<file path="src/rtl/ps2_pkg.sv">
// Shared definitions for the PS/2 keyboard receiver: frame FSM states,
// scan-code prefix bytes and frame geometry.
package ps2_pkg;

  // Device-to-host frame phases (the start bit is consumed by the IDLE exit).
  typedef enum logic [1:0] {
    IDLE,
    DATA,
    PARITY,
    STOP
  } ps2_state_t;

  // Scan-code set 2 prefixes: extended key and key release.
  localparam logic [7:0] PS2_EXT   = 8'hE0;
  localparam logic [7:0] PS2_BREAK = 8'hF0;

  // start + 8 data + parity + stop
  localparam int PS2_FRAME_BITS = 11;
  localparam int PS2_DATA_BITS  = PS2_FRAME_BITS - 3;

  // PS/2 uses odd parity: data bits plus parity bit must hold an odd number of ones.
  function automatic logic odd_parity_ok(input logic [7:0] data, input logic par);
    return ^{data, par};
  endfunction

endpackage

</file>
<file path="src/rtl/ps2_sync_filter.sv">
// Brings a raw, asynchronous PS/2 clock pin into the system clock domain,
// rejects glitches shorter than FILTER_LEN cycles and emits a one-cycle
// pulse on every accepted 1->0 transition of the filtered level.
module ps2_sync_filter #(
  parameter int FILTER_LEN = 8
) (
  input  logic clock,
  input  logic resetn,
  input  logic pin,
  output logic fall
);

  localparam int            CW   = (FILTER_LEN > 1) ? $clog2(FILTER_LEN) : 1;
  localparam logic [CW-1:0] LAST = CW'(FILTER_LEN - 1);

  logic          meta;
  logic          sync;
  logic          level;
  logic [CW-1:0] cnt;

  // Two-flop synchronizer; the idle level of a PS/2 line is high.
  always_ff @(posedge clock) begin
    // NOTE: sequential state uses non-blocking assignments so every flop samples pre-edge values.
    if (!resetn) begin
      meta <= 1'b1;
      sync <= 1'b1;
    end else begin
      meta <= pin;
      sync <= meta;
    end
  end

  // Accept a new level only after FILTER_LEN consecutive differing samples; flag the falls.
  always_ff @(posedge clock) begin
    if (!resetn) begin
      level <= 1'b1;
      cnt   <= '0;
      fall  <= 1'b0;
    end else begin
      fall <= 1'b0;
      if (sync == level) begin
        cnt <= '0;
      end else if (cnt == LAST) begin
        level <= sync;
        cnt   <= '0;
        fall  <= ~sync;
      end else begin
        cnt <= cnt + CW'(1);
      end
    end
  end

endmodule

</file>
<file path="src/rtl/ps2_key_receiver.sv">
// PS/2 device-to-host keyboard receiver. Deserializes 11-bit frames, checks
// start/parity/stop framing, folds E0 (extended) and F0 (release) prefixes
// into flags and reports one scan code per key event with a one-cycle strobe.
// Optional feature: define PS2_TIMEOUT_EN to abort frames whose PS/2 clock
// stalls for TIMEOUT_CYC system cycles (hot-plug / lost-edge recovery).
module ps2_key_receiver
  import ps2_pkg::*;
#(
  parameter int FILTER_LEN = 8
`ifdef PS2_TIMEOUT_EN
  ,
  parameter int TIMEOUT_CYC = 50000
`endif
) (
  input  logic       clock,
  input  logic       resetn,
  input  logic       ps2_clk,
  input  logic       ps2_dat,
  output logic [7:0] ps2_received,
  output logic       key_valid,
  output logic       key_break,
  output logic       key_ext,
  output logic       frame_err,
  output logic       busy
);

  localparam logic [2:0] LAST_BIT = 3'(PS2_DATA_BITS - 1);

  logic       fall;
  logic       dat_meta;
  logic       dat_sync;
  logic       timeout;
  ps2_state_t state;
  logic [2:0] bit_cnt;
  logic [7:0] shift;
  logic       par_bit;
  logic       ext_flag;
  logic       brk_flag;

  ps2_sync_filter #(
    .FILTER_LEN(FILTER_LEN)
  ) u_clk_filter (
    .clock (clock),
    .resetn(resetn),
    .pin   (ps2_clk),
    .fall  (fall)
  );

  // Data pin only needs synchronizing: the device holds it stable across the
  // whole clock-low phase, and the filtered fall arrives well inside that window.
  always_ff @(posedge clock) begin
    if (!resetn) begin
      dat_meta <= 1'b1;
      dat_sync <= 1'b1;
    end else begin
      dat_meta <= ps2_dat;
      dat_sync <= dat_meta;
    end
  end

`ifdef PS2_TIMEOUT_EN
  localparam int TW = $clog2(TIMEOUT_CYC + 1);

  logic [TW-1:0] idle_cnt;

  // Count system cycles since the last PS/2 clock fall while a frame is open.
  always_ff @(posedge clock) begin
    if (!resetn || state == IDLE || fall) begin
      idle_cnt <= '0;
    end else if (!timeout) begin
      idle_cnt <= idle_cnt + TW'(1);
    end
  end

  // A fall in the same cycle restarts the count, so it overrides the abort.
  assign timeout = (idle_cnt == TW'(TIMEOUT_CYC - 1)) && !fall;
`else
  assign timeout = 1'b0;
`endif

  // Frame FSM, prefix folding and registered key-event outputs.
  always_ff @(posedge clock) begin
    if (!resetn) begin
      state        <= IDLE;
      bit_cnt      <= '0;
      shift        <= '0;
      par_bit      <= 1'b0;
      ext_flag     <= 1'b0;
      brk_flag     <= 1'b0;
      ps2_received <= '0;
      key_valid    <= 1'b0;
      key_break    <= 1'b0;
      key_ext      <= 1'b0;
      frame_err    <= 1'b0;
    end else begin
      key_valid <= 1'b0;
      frame_err <= 1'b0;
      if (timeout) begin
        state     <= IDLE;
        bit_cnt   <= '0;
        frame_err <= 1'b1;
        ext_flag  <= 1'b0;
        brk_flag  <= 1'b0;
      end else if (fall) begin
        unique case (state)
          IDLE: begin
            // A high "start" bit is line noise or a lost frame tail: stay put.
            if (!dat_sync) begin
              state   <= DATA;
              bit_cnt <= '0;
            end
          end
          DATA: begin
            shift   <= {dat_sync, shift[7:1]};
            bit_cnt <= bit_cnt + 3'd1;
            if (bit_cnt == LAST_BIT) begin
              state <= PARITY;
            end
          end
          PARITY: begin
            par_bit <= dat_sync;
            state   <= STOP;
          end
          STOP: begin
            state <= IDLE;
            if (dat_sync && odd_parity_ok(shift, par_bit)) begin
              if (shift == PS2_EXT) begin
                ext_flag <= 1'b1;
              end else if (shift == PS2_BREAK) begin
                brk_flag <= 1'b1;
              end else begin
                ps2_received <= shift;
                key_break    <= brk_flag;
                key_ext      <= ext_flag;
                key_valid    <= 1'b1;
                ext_flag     <= 1'b0;
                brk_flag     <= 1'b0;
              end
            end else begin
              // A corrupted byte may have been the key code the prefixes belonged to.
              frame_err <= 1'b1;
              ext_flag  <= 1'b0;
              brk_flag  <= 1'b0;
            end
          end
          default: state <= IDLE;
        endcase
      end
    end
  end

  assign busy = (state != IDLE);

endmodule

</file>
<file path="config.mk">
export PLATFORM = sky130hd
export DESIGN_NAME = ps2_key_receiver
export DESIGN_NICKNAME = d
export VERILOG_FILES = /design/src/rtl/ps2_pkg.sv /design/src/rtl/ps2_sync_filter.sv /design/src/rtl/ps2_key_receiver.sv
export SDC_FILE = /design/constraint.sdc
export NUM_CORES = 1
export LEC_CHECK = 0
export ABC_CLOCK_PERIOD_IN_PS = 4900
export BUFFER_PORTS_ARGS = -buffer_cell sky130_fd_sc_hd__buf_4
export CAP_MARGIN = 0
export CORE_MARGIN = 3
export CORE_UTILIZATION = 30
export CTS_BUF_LIST = sky130_fd_sc_hd__clkbuf_8 sky130_fd_sc_hd__clkbuf_16
export DETAILED_ROUTE_END_ITERATION = 8
export SETUP_SLACK_MARGIN = 0.1
export SLEW_MARGIN = 20
export SYNTH_ARGS = -nofsm -noshare
export SYNTH_HDL_FRONTEND = slang
export SYNTH_SLANG_ARGS = --single-unit
</file>
<file path="constraint.sdc">
create_clock -name clock -period 4.9 [get_ports clock]
set_input_delay 0.245 -clock clock [delete_from_list [all_inputs] [get_ports clock]]
set_output_delay 0.245 -clock clock [all_outputs]
set_load 0.01 [all_outputs]
</file>
== After elaboration in Yosys (flattened, before gate mapping) ==
Cells that the tools add are included.
Storage, ports and cells
  register bits after elaboration: 37
  input port bits: 4
  output and inout bits: 13
  word-level logic and storage cells: 71
Operators by class
  add/subtract/negate cells: 2
  equal/unequal tests: 12
  muxes and demuxes: 13
  bitwise operators: 9
  reductions and logical operators: 17
Operators with widths (number)
  == test 8 bit, second input constant: 2
  AND reduction 3 bit: 5
  inverter 1 bit: 9
  parity 9 bit: 1
  two-way mux 1 bit: 8
  case mux 2 bit (4 select lines): 1
  adder 3 x 1 -> 3 bit, second input constant: 2
  == test 3 bit, second input constant: 2
  inequality test 2 bit, second input constant: 3
  case mux 3 bit (2 select lines): 1
  AND reduction 2 bit: 3
  OR reduction 3 bit: 2
  AND reduction 5 bit: 1
  OR reduction 5 bit: 1
  == test 2 bit, second input constant: 2
  two-way mux 2 bit: 2
  nonzero test 2 bit: 2
  two-way mux 3 bit: 1
  inequality test 3 bit, second input constant: 1
  == test 2 x 1 -> 1 bit, second input constant: 1
  logical NOT 2 bit: 1
  == test 1 bit: 1
  logical AND 1 bit: 1

== Depth between registers and ports, before layout ==
Gate-level depths: netlist of the first run.
  depth after elaboration: 4
  gate-level depth with buffers: 6

== Modules after synthesis ==
Synthesis of the first run repeated with hierarchy kept, for this count alone.
Second synthesis, totals
  cell total of the unflattened synthesis: 165
  area, all modules: 1630.3 um^2
Modules (own cells, without submodules)
  ps2_key_receiver: instances 1, cells an instance 147, area each 1385.1 um^2, seq. area each 600.6 um^2
  ps2_sync_filter: instances 1, cells an instance 18, area each 245.2 um^2, seq. area each 140.1 um^2

== Worst setup path before layout of the first run ==
OpenSTA, ideal clock, no wires.
  kind: register to register
  from: register shift[2]
  to: register key_valid
  library setup time: 115 ps
  arrival time: 1516 ps
  setup slack: 3270 ps
  stages on the path, launching flop included: 6
  path through: dfxtp_1 > or4b_4 > o2111ai_1 > mux2i_2 > buf_6 > and2_1
Between the ends
  word-level cells in the longest chain between the ends: 4
RTL lines
  from (decl): RTL line ps2_key_receiver.sv:35  | logic [7:0] shift;
  from (signal assigned): RTL line ps2_key_receiver.sv:114  | shift <= {dat_sync, shift[7:1]};
  parity 9 bit: RTL line ps2_pkg.sv:23  | return ^{data, par};
  logical AND 1 bit: RTL line ps2_key_receiver.sv:126  | if (dat_sync && odd_parity_ok(shift, par_bit)) begin
  inverter 1 bit (no source line)
  OR reduction 5 bit (no source line)
  to (signal assigned): RTL line ps2_key_receiver.sv:91  | key_valid <= 1'b0;
  to (signal assigned): RTL line ps2_key_receiver.sv:96  | key_valid <= 1'b0;
  to (signal assigned): RTL line ps2_key_receiver.sv:135  | key_valid <= 1'b1;
  to (decl): RTL line ps2_key_receiver.sv:20  | output logic key_valid,
Parallel ways exist; a longest one is shown, timed or not.
A chain may end at the register's enable or synchronous reset.

== Worst setup path after layout of the first run ==
  from: register shift[2]
  to: register key_ext
Between the ends
  word-level cells in the longest chain between the ends: 3
RTL lines
  == test 8 bit (tied with other cells): RTL line ps2_key_receiver.sv:129  | end else if (shift == PS2_BREAK) begin
  inverter 1 bit (no source line) / logical AND 1 bit (equally long branches)
  AND reduction 5 bit (no source line) (*)
  to (signal assigned): RTL line ps2_key_receiver.sv:134  | key_ext <= ext_flag;
  to (decl): RTL line ps2_key_receiver.sv:22  | output logic key_ext,
Mark *: on every way between the ends. The rest lies on a longest branch, timed or not.

==> impl_metrics.yaml, run 1 <==
timing:
  worst_slew_pin_slew_ns: 0.950
  layout_worst_path_cycle_share_pct: 44.3
  timing_max_transition_violations_final: 0
  finalHoldViolCount: 0
  worst_slew_margin_rel_pct: 35.4
  report.final.setup_viol: 0
  finalClockSkew_ns: 0.00479
  finalSetupTns_ns: 0
  final.hold.worst_slack_ns: 0.139
  unrepaired_setup_endpoints_after_global_routing: "false"
  fmax_mhz: 461
  final.min_clock_period_ns: 2.17
global_routing:
  grt_first_pass_wirelength_mm: 4.82
  grt_most_used_layer: "met2"
  globalRouteOverflowTotal: 0
  global_route.usage.met1_pct: 12.2
  groute.layer.met2.usage_pct: 14.9
  grtUsageTotal_pct: 9.94
  grt_pass1_vias: 1097
  gr-usage-met3_pct: 3.16
  grt_antenna_before_repair: 0
  grt_start_max_net_pins: 46
setup_path:
  worstPathRequired_ns: 5.11
  startpoint_type: "flop"
  path_delay_family: "multiplexers"
  crit_arrival_ns: 2.38
  worst-path-buf-inv: 0
  crit_chain: "xnor2_1, xnor3_1, mux2i_2, mux2i_1"
  cp_max_fo: 11
  slowest_stage: "mux2i_2"
  critical_path_class: "reg2reg"
  setup.worst_path.end_class: "flop"
  slowest_delay_ns: 0.79
cts:
  tritoncts.num_buffers: 5
  clock_latency_on_the_worst_skew_pair_ns: 0.29
  buffer_count_from_post_cts_setup_fixing: 0
  clock_sinks: 37
  path_clk_slew_ns: 0.07
  cts_hold_buffers: 0
  htree_levels: 2
  postCtsResizedCells: 0
  root_buffer: "clkbuf_8"
  clk_path_buf_depth: 2
  cts_tree: "done"
power:
  powerDensity_nw_per_um2: 274
  p_leak_uw: 0.000713
  ir_drop_mv: 0.143
floorplan:
  initial_utilization_pct: 31.4
  die_x_um: 79.6
  die_area_um2: 6340
  die_y_um: 79.6
  design.portCount: 17
  core_area_um2: 5170
  placement_rows: 26
synth:
  syn_nets: 179
  yosys.area.top_type: "dfxtp_1"
  netlist_top_cells_count: "37 x dfxtp_1, 36 x nand2_1, 12 x mux2i_1"
  syn-mean-instance-area_um2: 9.73
  yosys_warnings: 0
  synth.area.top_cells: "dfxtp_1 46%, nand2_1 8.3%, mux2i_1 7.4%"
  most_frequently_used_cell_type_in_the_post_synthesis_netlist: "dfxtp_1"
  synth.cell_area_um2: 1630
  synth_ff_type: "dfxtp_1"
  ys_async_sr_fraction_pct: 0
  seq_area_frac_synth_pct: 45.6
  postSynthRegisterBits: 37
  synth.lib_cells_used.distinct: 27
  yosysTopAreaCellShare_pct: 45.6
  synth_edf_count: 0
  postSynthCellCount: 167
finish:
  drive_above_1_share_pct: 13.7
  antenna_cells_inserted: 0
  post_layout_nonfiller_instances: 252
  multi_input_comb_area_um2: 828
  stdcell_area_um2: 1870
  layout-area-overhead-vs-synth_pct: 15.3
  layout.nets: 193
  regArea_um2: 741
  n_fill_cell: 539
routing:
  drc_errors: 0
  drt-initial-drc-count: 55
  wire_length_reported_by_the_detailed_router_mm: 2.80
  drt-pass1-iter-count: 4
  ant_nets: 0
  wl_per_cell_um: 11.1
  total_number_of_vias: 1117
  detail_route.vias_per_cell: 4.43
placement:
  placed_cells_incl_taps: 244
  final_gp_congestion: 0.736
  io_buffers: 16
  placed_cell_area_um2: 1790
  final_hpwl_from_detailed_placement_mm: 1.87
run_status:
  run_status: "finished clean"
job:
  max-cap-violations: 0
min_path:
  hp-class: "in2reg"
==> per-layer routing <==
metal	vias up	wire length [µm]	share of wire, %
li1	589	-	-
met1	504	1410	50
met2	16	1200	43
met3	8	108	3.9
met4	0	75	2.7
met5	-	0	0
==> kinds of logic (layout without fill, tap and decap cells) <==
group,after synthesis,count (layout),share of synthesized area (%)
DFF,37,37,45.6
buffers and inverters,13,28,3.46
adders and majority gates,8,8,6.16
and+or+nand+nor,67,67,20.2
muxes,13,13,8.24
AOI/OAI and AO/OA,21,21,9.47
xor gates and xnor gates,8,8,6.93
==> registers in the layout, summed over array words and instances (netlist names), 2 cells and up <==
register and cells:
ps2_received 8, u_clk_filter.cnt 3, state 2, shift 8, bit_cnt 3
==> cell type report <==
type	instances	share of cell area (%)
sequential	37	39.5
timing repair buffer	16	6.41
clock inverter	3	0.734
inverter	4	0.801
clock buffer	5	3.67
multi-input combinational	117	44.2
tap	70	4.67
==> placed cells by master, fill, tap and decap left out <==
master / synthesis / routed
a31oi_1: 1 / 1
xnor2_1: 5 / 5
nand2_1: 36 / 36
xor3_1: 1 / 1
a32oi_1: 2 / 2
clkinv_2: 0 / 2
nor2b_1: 4 / 4
o311a_1: 1 / 1
a21oi_1: 2 / 2
nor3b_1: 3 / 3
ha_1: 8 / 8
nand2b_1: 4 / 4
nand3_1: 9 / 9
xnor3_1: 2 / 2
o21ai_1: 2 / 2
dfxtp_1: 37 / 37
clkbuf_8: 0 / 5
and4b_1: 1 / 1
and2_1: 4 / 4
nand3b_1: 2 / 2
o2111ai_1: 2 / 2
mux2i_1: 12 / 12
a21boi_1: 11 / 11
inv_1: 4 / 5
nor2_1: 3 / 3
buf_4: 0 / 16
mux2i_2: 1 / 1
or4b_4: 1 / 1
==> through the flow <==
stage | power (µW) | utilization, % | setup slack (ns)
after CTS | 526 | 36.2 | 2.70
after global routing | 537 | 36.2 | 2.61
final | 513 | 36.2 | 2.73
after floorplan | 318 | - | 3.27
after detailed placement | 321 | 34.6 | 2.72
after global placement | 321 | 34.6 | 2.76
==> worst paths after layout <==
check / cells past startpoint / slack, ns / endpoint / from
worst max-delay path: 4 / 2.73 / key_ext / shift[2]
worst min-delay path: 2 / 0.14 / u_clk_filter.meta / ps2_clk
worst max register to register: 4 / 2.73 / key_ext / shift[2]
worst min register to register: 1 / 0.41 / dat_sync / dat_meta
==> power breakdown <==
group | leakage [µW] | switching (µW) | total (µW) | internal (µW)
logic | 0.000365 | 5.35 | 9.93 | 4.58
clock network | 0.0000491 | 103 | 200 | 96.3
registers | 0.000299 | 1.15 | 303 | 302
No activity file was read; power rests on OpenSTA's default activity.
==> run 2, diff against run 1 <==
Settings changed: ABC_AREA set to 1, ABC_CLOCK_PERIOD_IN_PS 4900 to 2070.
Clock period 4.9 ns to 2.07 ns, I/O delays scaled along.
==> run 2 against run 1 <==
  * Non-clock buffer count rose by 2
  * Core utilization rose by 1.2 points
  * Routed wire length rose by 16%
  * Maximum frequency rose by 26%
  * Total power rose by 140%
  * Register-to-register slack got worse by 2.4 ns
  * Final cell count rose by 28%
  * First-iteration DRC count rose by 7.3%
  * Combinational power rose to 2.7 times the previous value
  * Sequential share of layout area fell by 1.8 points
  * Synthesized cell count rose by 39%
  * Worst setup slack got worse by 2.4 ns
==> impl_metrics.yaml, run 2 <==
run_status:
  run_status: "finished clean"
placement:
  final_hpwl_from_detailed_placement_mm: 2.23
  dpl_worst_slack_ns: 0.406
  placed_cells_incl_taps: 312
  io_buffers: 16
  final_gp_congestion: 0.762
floorplan:
  die_y_um: 80.6
  die_x_um: 80.6
  core_area_um2: 5240
  initial_utilization_pct: 31.9
  placement_rows: 26
  die_area_um2: 6500
  design.portCount: 17
timing:
  unrepaired_setup_endpoints_after_global_routing: "false"
  report.final.setup_viol: 0
  timing_max_transition_violations_final: 0
  finalSetupTns_ns: 0
  fmax_mhz: 580
  final.min_clock_period_ns: 1.72
  final.hold.worst_slack_ns: 0.176
  worst_slew_margin_rel_pct: 72.8
  finalHoldViolCount: 0
  worst_slew_pin_slew_ns: 0.407
  finalClockSkew_ns: 0.00405
  final_critical_path_setup_slack_ns: 0.345
  layout_worst_path_cycle_share_pct: 83.3
synth:
  syn-mean-instance-area_um2: 7.21
  yosys.area.top_type: "dfxtp_1"
  synth.lib_cells_used.distinct: 22
  postSynthCellCount: 232
  ys_async_sr_fraction_pct: 0
  synth.cell_area_um2: 1670
  synth_edf_count: 0
  most_frequently_used_cell_type_in_the_post_synthesis_netlist: "nand2_1"
  yosysTopAreaCellShare_pct: 44.3
  seq_area_frac_synth_pct: 44.3
  postSynthRegisterBits: 37
  yosys_warnings: 0
  synth_ff_type: "dfxtp_1"
  syn_nets: 244
  synth.area.top_cells: "dfxtp_1 44%, nand2_1 14%, inv_1 7.6%"
  netlist_top_cells_count: "61 x nand2_1, 37 x dfxtp_1, 34 x inv_1"
cts:
  postCtsResizedCells: 0
  tritoncts.num_buffers: 5
  path_clk_slew_ns: 0.07
  clk_path_buf_depth: 2
  clock_latency_on_the_worst_skew_pair_ns: 0.29
  htree_levels: 2
  root_buffer: "clkbuf_8"
  clock_sinks: 37
  cts_tree: "done"
  buffer_count_from_post_cts_setup_fixing: 0
routing:
  drt-pass1-iter-count: 4
  total_number_of_vias: 1386
  wire_length_reported_by_the_detailed_router_mm: 3.26
  detail_route.vias_per_cell: 4.29
  drc_errors: 0
  drt-initial-drc-count: 59
  wl_per_cell_um: 10.1
  ant_nets: 0
global_routing:
  groute.layer.met2.usage_pct: 19.0
  grt_first_pass_wirelength_mm: 5.76
  grt_pass1_vias: 1371
  global_route.usage.met1_pct: 12.9
  grt_antenna_before_repair: 0
  grtUsageTotal_pct: 11.3
  grt_most_used_layer: "met2"
  grt_start_max_net_pins: 24
  globalRouteOverflowTotal: 0
  gr-usage-met3_pct: 3.81
finish:
  antenna_cells_inserted: 0
  post_layout_nonfiller_instances: 323
  most_common_library_cell_in_the_layout_ignoring_fill_and_taps: "nand2_1"
  layout-area-overhead-vs-synth_pct: 17.4
  layout.nets: 264
  most_frequent_cells_in_the_layout: "61 x nand2_1, 37 x dfxtp_1, 34 x inv_1"
  drive_above_1_share_pct: 12.3
  reg.largest.list: "ps2_received: 8 flops, shift: 8 flops"
setup_path:
  setup.worst_path.end_class: "flop"
  crit_arrival_ns: 1.91
  startpoint_type: "flop"
  critical_path_class: "reg2reg"
  worstPathRequired_ns: 2.25
  cp_max_fo: 10
power:
  p_leak_uw: 0.000965
  powerDensity_nw_per_um2: 629
  ir_drop_mv: 0.397
min_path:
  hp-class: "in2reg"
job:
  max-cap-violations: 0
-- run 2: area by class of cell --
cell class / instances / area [µm²]
Clock buffer: 5 / 68.8
Clock inverter: 3 / 17.5
Fill cell: 572 / 3270
Inverter: 34 / 128
Multi-Input combinational cell: 156 / 781
Sequential cell: 37 / 741
Tap cell: 70 / 87.6
Timing Repair Buffer: 18 / 140
-- run 2: what timing repair did --
action	in CTS	in global routing
endpoints found under the setup margin	0	1
hold endpoints to repair	2	0
hold buffers	2	0
-- run 2: worst paths after layout --
path             from               to  slack, ns  depth (start not counted)
min reg2reg  dat_meta         dat_sync       0.42                          1
max reg2reg  shift[3]  ps2_received[5]       0.35                          7
max          shift[3]  ps2_received[5]       0.35                          7
min            resetn          key_ext       0.18                          3
-- run 2: stage by stage --
step	instance area, µm²	total power [µW]	utilization [%]
floorplan	1670	750	-
global placement	1840	758	35.2
detailed placement	1840	759	35.2
CTS	1950	1250	37.2
global route	1960	1270	37.5
finish	1960	1230	37.5
-- run 2: cell families after synthesis --
family                     share of synthesized area (%)
AOI/OAI and AO/OA                                   8.23
xor gates and xnor gates                            2.62
adders and majority gates                           5.99
buffers and inverters                               9.73
DFF                                                 44.3
and+or+nand+nor                                     29.1
-- run 2: metal layers --
layer	part of all wire, %	up-vias
met3	4.4	10
met1	49	600
met4	2.6	0
met2	44	18
li1	-	758
met5	0	-
-- run 2: critical path, stage by stage, from the launching register on --
cell	delay, ns
dfxtp_1	0.43
inv_1	0.09
nand3_1	0.12
nor3_1	0.09
nor2_1	0.29
nand4_2	0.33
nor2_1	0.21
nor2_1	0.06
-- run 2: report_power, final --
group / leakage, µW / internal (µW) / total (µW) / switching (µW)
combinational: 0.000622 / 11.1 / 26.9 / 15.8
clock: 0.0000439 / 232 / 489 / 257
sequential: 0.000299 / 715 / 718 / 3.02
total: 0.000965 / 959 / 1230 / 276
==> run 3, diff against run 2 <==
Settings changed: ABC_CLOCK_PERIOD_IN_PS 2070 to 1780.
Clock period 2.07 ns to 1.78 ns, I/O delays scaled along.
==> run 3 against run 2 <==
  * Largest power group unchanged
  * Hold slack worse by 0.029 ns
  * Global-route usage fell by 0.56 points
  * Routed wire length up 2.9%
  * Core utilization increased by 2.1 points
  * Largest cell class unchanged
  * Final cell count rose by 1.5%
  * Count of clock-buffer cells in the layout stayed put
  * Via count up 4.5%
  * Critical path type unchanged
==> impl_metrics.yaml, run 3 (synthesis results as in run 2) <==
floorplan:
  design.portCount: 17
  core_area_um2: 5240
  die_area_um2: 6500
  die_x_um: 80.6
  initial_utilization_pct: 31.9
  placement_rows: 26
  die_y_um: 80.6
routing:
  top_signal_layer_used: "met4"
  dr_wl_met3_um: 169
  route.layer.met1.wl_mm: 1.57
  drt-pass1-iter-count: 4
  total_number_of_vias: 1448
  dr_wl_met2_mm: 1.53
  wl_per_cell_um: 10.2
  ant_nets: 0
  drc_errors: 0
  detail_route.vias_per_cell: 4.41
  drt-initial-drc-count: 74
  wire_length_reported_by_the_detailed_router_mm: 3.35
setup_path:
  cp_max_fo: 10
  setup.worst_path.end_class: "flop"
  crit_arrival_ns: 1.75
  startpoint_type: "flop"
  critical_path_class: "reg2reg"
  worstPathRequired_ns: 1.97
timing:
  worst_slew_margin_rel_pct: 67.5
  fmax_mhz: 641
  worst_slew_pin_slew_ns: 0.487
  report.final.setup_viol: 0
  finalHoldViolCount: 0
  layout_worst_path_cycle_share_pct: 87.7
  final.hold.worst_slack_ns: 0.147
  timing_max_transition_violations_final: 0
  finalSetupTns_ns: 0
  final.min_clock_period_ns: 1.56
  finalClockSkew_ns: 0.00680
  unrepaired_setup_endpoints_after_global_routing: "true"
global_routing:
  grt_start_max_net_pins: 24
  grt_first_pass_wirelength_mm: 5.43
  grt_antenna_before_repair: 0
  globalRouteOverflowTotal: 0
  grt_pass1_vias: 1331
  grtUsageTotal_pct: 10.8
placement:
  final_gp_congestion: 0.794
  io_buffers: 16
  final_hpwl_from_detailed_placement_mm: 2.15
  placed_cell_area_um2: 1870
  placed_cells_incl_taps: 315
cts:
  htree_levels: 2
  tritoncts.num_buffers: 5
  clock_latency_on_the_worst_skew_pair_ns: 0.29
  clock_sinks: 37
  path_clk_slew_ns: 0.08
  cts_tree: "done"
  root_buffer: "clkbuf_8"
  clk_path_buf_depth: 2
finish:
  layout.nets: 269
  most_common_library_cell_in_the_layout_ignoring_fill_and_taps: "nand2_1"
  drive_above_1_share_pct: 21.3
  post_layout_nonfiller_instances: 328
  most_frequent_cells_in_the_layout: "56 x nand2_1, 33 x inv_1, 30 x dfxtp_1"
  reg.largest.list: "ps2_received: 8 flops, shift: 8 flops"
  n_fill_cell: 541
  stdcell_area_um2: 2070
  layout-area-overhead-vs-synth_pct: 24.1
  antenna_cells_inserted: 0
job:
  max-cap-violations: 0
power:
  ir_drop_mv: 0.472
  p_leak_uw: 0.000993
  total_power_uw: 1450
  powerDensity_nw_per_um2: 697
run_status:
  run_status: "finished clean"
min_path:
  hp-class: "in2reg"
run 3: final timing paths:
check | startpoint | end | slack, ns | depth (start not counted)
worst max register to register | shift[3] | ps2_received[5] | 0.22 | 7
worst max-delay path | shift[3] | ps2_received[5] | 0.22 | 7
worst min-delay path | resetn | key_break | 0.15 | 3
worst min register to register | u_clk_filter.meta | u_clk_filter.sync | 0.42 | 1
run 3: layer usage:
layer,GRT usage (%),vias up
met5,0,-
met3,3.81,10
li1,-,771
met2,18.6,19
met4,5.41,0
met1,11.5,648
run 3: what timing repair did:
action | in CTS | in global routing
resized for setup | 0 | 23
hold buffers | 2 | 0
endpoints found under the setup margin | 0 | 12
buffers inserted | 0 | 1
hold endpoints to repair | 2 | 0
run 3: cell type report:
| class | count | area [µm²] | area share (%) |
|---|---|---|---|
| clock buffers | 5 | 68.8 | 3.32 |
| flip-flops and latches | 37 | 749 | 36.1 |
| clock inverters | 3 | 17.5 | 0.844 |
| repair buffers | 22 | 170 | 8.20 |
| multi-input cells | 157 | 853 | 41.1 |
| inverters | 34 | 128 | 6.15 |
| well taps | 70 | 87.6 | 4.22 |
run 3: report_power, final:
part,switching [µW],total (µW),internal [µW],leakage [µW]
clock,309,579,270,0.0000439
combinational,17.3,30.2,12.9,0.000646
sequential,4.76,836,832,0.000303
run 3: through the flow:
step	util [%]	setup WS, ns
after floorplan	-	0.392
after global placement	35.6	0.128
final	39.6	0.219
after global routing	39.6	0.0483
after CTS	37.7	0.108
after detailed placement	35.6	0.134
run 3: worst max-delay path: stages, from the launching register on:
cell and delay [ns]:
dfxtp_2 0.39, inv_1 0.07, nand3_1 0.11, nor3_1 0.09
nor2_2 0.34, nand4_4 0.24, nor2_1 0.17, nor2_1 0.06
